[src/rtl/rcom_pkg.sv]
// rcom_pkg: shared types and constants for the remote-command transmitter.
//   rcom_state_t     - sequencer states (IDLE, TX_HIGH, TX_LOW)
//   FRAME_BITS       - bits per 8N1 frame (start + 8 data + stop)
//   DEFAULT_BAUD_DIV - clock cycles per bit at 50 MHz / 19200 baud
package rcom_pkg;

  typedef enum logic [1:0] {
    IDLE,
    TX_HIGH,
    TX_LOW
  } rcom_state_t;

  localparam int FRAME_BITS       = 10;
  localparam int DEFAULT_BAUD_DIV = 2604;

endpackage

[src/rtl/uart_tx_byte.sv]
// uart_tx_byte: single 8N1 frame serializer with zero-gap chaining.
// Ports:
//   clk      - system clock, rising edge
//   rst      - synchronous active-high reset
//   trmt     - start a frame; honoured when idle or in the tx_done cycle
//   tx_data  - byte to send, LSB first; read live at each bit boundary, so
//              the driver holds it stable for the whole frame
//   TX       - registered serial output, idles high
//   tx_done  - one-cycle pulse in the last cycle of the stop bit
// The start bit appears on TX on the same edge that samples trmt, and each
// bit lasts exactly BAUD_DIV cycles.
module uart_tx_byte
  import rcom_pkg::*;
#(
  parameter int BAUD_DIV = DEFAULT_BAUD_DIV
) (
  input  logic       clk,
  input  logic       rst,
  input  logic       trmt,
  input  logic [7:0] tx_data,
  output logic       TX,
  output logic       tx_done
);

  localparam int             BW        = $clog2(BAUD_DIV);
  localparam logic [BW-1:0]  BAUD_LAST = BW'(BAUD_DIV - 1);
  localparam logic [3:0]     LAST_BIT  = 4'(FRAME_BITS - 1);

  logic          running;
  logic [BW-1:0] baud_cnt;
  logic [3:0]    bit_cnt;
  logic          bit_end;

  assign bit_end = running && (baud_cnt == BAUD_LAST);
  assign tx_done = bit_end && (bit_cnt == LAST_BIT);

  always_ff @(posedge clk) begin
    if (rst) begin
      running  <= 1'b0;
      baud_cnt <= '0;
      bit_cnt  <= '0;
      TX       <= 1'b1;
    end else if (trmt && (!running || tx_done)) begin
      // New frame: drive the start bit immediately. Taking this branch in
      // the tx_done cycle gives back-to-back frames with no idle gap.
      running  <= 1'b1;
      baud_cnt <= '0;
      bit_cnt  <= '0;
      TX       <= 1'b0;
    end else if (running) begin
      if (bit_end) begin
        baud_cnt <= '0;
        if (bit_cnt == LAST_BIT) begin
          running <= 1'b0;
          bit_cnt <= '0;
          TX      <= 1'b1;
        end else begin
          bit_cnt <= bit_cnt + 4'd1;
          // Entering bit k+1: data bit k for k=0..7, stop bit after that.
          TX      <= (bit_cnt == LAST_BIT - 4'd1) ? 1'b1 : tx_data[bit_cnt[2:0]];
        end
      end else begin
        baud_cnt <= baud_cnt + 1'b1;
      end
    end
  end

endmodule

[src/rtl/rcom_tx.sv]
// rcom_tx: sends a 16-bit command as two 8N1 frames, high byte first.
// Ports:
//   clk      - system clock, rising edge
//   rst      - synchronous active-high reset
//   cmd      - command word, captured into a shadow register on acceptance
//   snd_cmd  - send request
//   TX       - serial line, idles high, registered
//   busy     - high while a command is being transmitted
//   cmd_snt  - sticky done flag, set at completion, cleared on next accept
// Handshake: snd_cmd acts as valid and !busy as ready; a send is accepted on
// any edge where snd_cmd=1 and busy=0. Requests while busy are dropped, not
// queued. busy rises on the acceptance edge and falls on the completion edge.
module rcom_tx
  import rcom_pkg::*;
#(
  parameter int BAUD_DIV = DEFAULT_BAUD_DIV
) (
  input  logic        clk,
  input  logic        rst,
  input  logic [15:0] cmd,
  input  logic        snd_cmd,
  output logic        TX,
  output logic        busy,
  output logic        cmd_snt
);

  rcom_state_t state_q, state_d;
  logic [15:0] shadow;
  logic        accept;
  logic        finish;
  logic        trmt;
  logic        tx_done;
  logic [7:0]  tx_data;

  always_ff @(posedge clk) begin
    if (rst) begin
      state_q <= IDLE;
      shadow  <= '0;
      cmd_snt <= 1'b0;
    end else begin
      state_q <= state_d;
      if (accept) begin
        shadow  <= cmd;
        cmd_snt <= 1'b0;
      end else if (finish) begin
        cmd_snt <= 1'b1;
      end
    end
  end

  always_comb begin
    state_d = state_q;
    accept  = 1'b0;
    finish  = 1'b0;
    trmt    = 1'b0;
    case (state_q)
      IDLE: begin
        if (snd_cmd) begin
          accept  = 1'b1;
          trmt    = 1'b1;
          state_d = TX_HIGH;
        end
      end
      TX_HIGH: begin
        // Chain the low-byte frame in the stop-bit end cycle: zero gap.
        if (tx_done) begin
          trmt    = 1'b1;
          state_d = TX_LOW;
        end
      end
      TX_LOW: begin
        if (tx_done) begin
          finish  = 1'b1;
          state_d = IDLE;
        end
      end
      default: state_d = IDLE;
    endcase
  end

  // The serializer only reads data after the start bit, by which time the
  // shadow holds the accepted word, so the byte select keys off the state.
  assign tx_data = (state_q == TX_LOW) ? shadow[7:0] : shadow[15:8];
  assign busy    = (state_q != IDLE);

  uart_tx_byte #(
    .BAUD_DIV(BAUD_DIV)
  ) u_uart (
    .clk    (clk),
    .rst    (rst),
    .trmt   (trmt),
    .tx_data(tx_data),
    .TX     (TX),
    .tx_done(tx_done)
  );

endmodule

[config.mk]
export PLATFORM = sky130hd
export DESIGN_NAME = rcom_tx
export DESIGN_NICKNAME = d
export VERILOG_FILES = /design/src/rtl/rcom_pkg.sv /design/src/rtl/uart_tx_byte.sv /design/src/rtl/rcom_tx.sv
export SDC_FILE = /design/constraint.sdc
export NUM_CORES = 1
export LEC_CHECK = 0
export CORE_MARGIN = 2
export CORE_UTILIZATION = 54
export CTS_CLUSTER_SIZE = 30
export DETAILED_ROUTE_END_ITERATION = 16
export HOLD_SLACK_MARGIN = 0.15
export PLACE_DENSITY = 0.75
export SETUP_SLACK_MARGIN = 0.5
export SYNTH_ARGS = -nofsm -noshare
export SYNTH_HDL_FRONTEND = slang
export SYNTH_SLANG_ARGS = --single-unit
[constraint.sdc]
create_clock -name clk -period 2.15 [get_ports clk]
set_input_delay 0.215 -clock clk [delete_from_list [all_inputs] [get_ports clk]]
set_output_delay 0.215 -clock clk [all_outputs]
set_load 0.01 [all_outputs]
==> results.md <==
* Synth Area in Compound Gates at 0.119
* Largest net degree at the start of global routing at 19
* Critical path class: register to register
* Worst Path Arrival at 1.96 ns
* Crit end category: register
* IR drop worst, VDD at 0.000394 V
* Switching part of the total at 0.242
* Post-layout min period at 1.73 ns
* Power share of the clock group at 0.295
* Switching power at 300 uW
* RD Place Congestion at 0.838
* Post-route DRC at 0
* Comb pwr share at 0.119
* Final hold violations at 0
* Slew headroom at 0.674
* H-Tree Depth at 2
* Critical path peak fanout at 6
* Synth-to-layout area growth at 24.8%
* Initial Util at 0.563
* Buffers added on ports at 21
* Site row count at 20
* Async SR Flop Fraction at 0
* Max-cap violations at 0
* Slowest CP cell: dfxtp_4
* Total iterations of the first detailed-routing run at 4
* Post-synthesis xor/xnor area fraction at 0.0560
* Top Ports at 22
* GRT Total Usage at 0.235
* Initial antenna violation count at 0
* Most frequent cells in the layout: nand2_1, dfxtp_1, a21oi_1
* R2R setup slack at 0.42 ns
* Vias in the first global route at 1,473
* Post-synth top flop: dfxtp_1
* Clock Pin Slew Worst Setup and Hold Paths at 0.10 ns
* Commonest non-fill, non-tap cell in the layout: nand2_1
* Dpl cells at 263
* Top cell type's share of synthesized area at 0.431
* Crit path cell chain: nand2b_4 -> mux2_4 -> a211o_1 -> a311o_1 -> a31o_1
* CTS tree: done
* Clock sink count at 37
* Final setup viols at 0
* Register area at 759 sq um
* Net Count, Synth at 226
* Post-Syn Instances at 206
* Layout Cells excl Fill at 280
* Fmax at 0.580 GHz
* Area contributors post-synth: dfxtp_1, nand2_1, a21oi_1
* Post-Syn Area at 1720 sq um
* Multi-input gate area at 966 sq um
* Worst-margin pin slew at 0.489 ns
* Total wire length at 3730 um
* Startpoint types: register
* DIE AREA at 3650 sq um
* Outcome: complete, no violations
* First-pass GRT wire length at 6310 um
* Final Slew Violations at 0
* Cell Int Power at 941 uW
* CTS root buffer: clkbuf_4
* Largest family of logic cells by synthesized area: simple AND/OR/NAND/NOR gates
* # nets final at 256
* Power density over the cells at 578 nW/um^2
* Sequential area share after synthesis at 0.431
* RSZ-0062 raised after global routing: yes
* Period utilisation layout at 0.802
* Leak at 0.000820 uW
* Seq cells post-synth at 37
* Grt total ovfl at 0
* Initial DRC Count at 114
* Place WS at 0.358 ns
* Adder-cell area share of the yosys netlist at 0.00728
* Slowest stage delay, CP at 0.38 ns
* Synth unique cells at 36
* Total core area at 3050 sq um
* Cells on worst reg2reg path at 5
* Avg Synthesized Cell Area at 8.35 sq um
* Number of diodes at 0
* Cell taking the most area after synthesis: dfxtp_1
* Worst Path Required at 2.39 ns
* Worst Skew at 0.00443 ns
* # fillers at 255
* Final HPWL DP at 2640 um
* Number of synthesized flops with an enable pin at 0
* Sequential power share at 0.587
* Hold path depth at 3
* Drt wl/cell at 13.3 um
* CTS Buf Count at 5
* Setup TNS at 0 ns
* Mux cell area share after synthesis at 0.0626
* Post-route ant nets at 0
* Vias per inst at 5.43
* Die Width at 60.4 um
* Share of cells above drive strength 1 at 0.174
* Worst-skew pair later-pin latency at 0.33 ns
* Synth warn at 0
* Vias at 1,519
* Maximum clock insertion buffer count at 2
* Hold WC Path Type: input pin to register
* Post-Synth Simple-Gate Area at 0.290
* Die height at 60.4 um
* Setup WS post-layout at 0.425 ns
==> synthesized netlist by cell type (all sizes together), types with 2 or more instances <==
master / instances
nand2: 40
nor3: 5
and3: 2
clkbuf: 7
mux2i: 7
a21oi: 25
o21ai: 5
inv: 3
xnor2: 6
nand2b: 2
nor2b: 3
nand3: 8
nor2: 18
nand4: 6
or2: 2
and4bb: 2
xor2: 5
dfxtp: 37
buf: 3
or3: 3
nor3b: 2
a31oi: 2
nand3b: 2
==> critical path, delay by kind of cell, from the launching register on <==
kind / cells / cell delay [ns]
AO/OA/AOI/OAI: 3 / 0.77
AND/OR/NAND/NOR: 1 / 0.17
multiplexers: 1 / 0.30
flip-flops: 1 / 0.38
==> stage by stage <==
step,hold WS (ns),power (uW),area [sq um],utilization
6_report,0.417,1240,2150,0.703
5_1_grt,0.411,1310,2150,0.703
4_1_cts,0.408,1250,2070,0.677
3_5_place_dp,0.447,885,1980,0.647
3_3_place_gp,0.442,878,1980,0.647
2_1_floorplan,0.294,823,1750,-
==> routing by layer <==
metal | up-vias | part of all wire | global-route usage
met5 | - | 0 | 0
met4 | 0 | 0.030 | 0.0932
met2 | 34 | 0.53 | 0.425
li1 | 770 | - | -
met1 | 703 | 0.40 | 0.253
met3 | 12 | 0.040 | 0.0768
==> final timing paths <==
kind	end	from
worst max-delay path	u_uart.TX	state_q[0]
worst min-delay path	shadow[2]	cmd[2]
worst max register to register	u_uart.TX	state_q[0]
worst min register to register	shadow[3]	shadow[3]
==> cell type report <==
cell class	count	area share
Clock buffer	7	0.0257
Timing Repair Buffer	33	0.139
Tap cell	44	0.0257
Inverter	3	0.00525
Sequential cell	37	0.354
Multi-Input combinational cell	156	0.450
==> power groups by stage <==
stage | clock, uW | sequential, uW | combinational (uW)
final | 366 | 728 | 147
after global routing | 413 | 732 | 164
after CTS | 377 | 730 | 139
after detailed placement | 0 | 746 | 139
after global placement | 0 | 745 | 133
after floorplan | 0 | 742 | 81.4
==> sequential cells by signal (all words and copies together), names as in the netlist <==
signal,count
shadow,16
u_uart.baud_cnt,12
u_uart.running,1
u_uart.bit_cnt,4
state_q,2
u_uart.TX,1
cmd_snt,1
==> what timing repair did <==
item	CTS	global route
setup endpoints to repair	10	10
gates resized for setup	6	8
pin swaps	3	14
cloned	0	0
hold buffers	0	0
setup buffers	3	7
==> logic make-up after synthesis <==
kind of cell / Yosys count
buffers and inverters: 13
AOI/OAI and AO/OA: 37
muxes: 9
DFF: 37
xor gates and xnor gates: 11
and+or+nand+nor: 98
adders and majority gates: 1
Note: power is estimated with default switching activity, not from simulation.
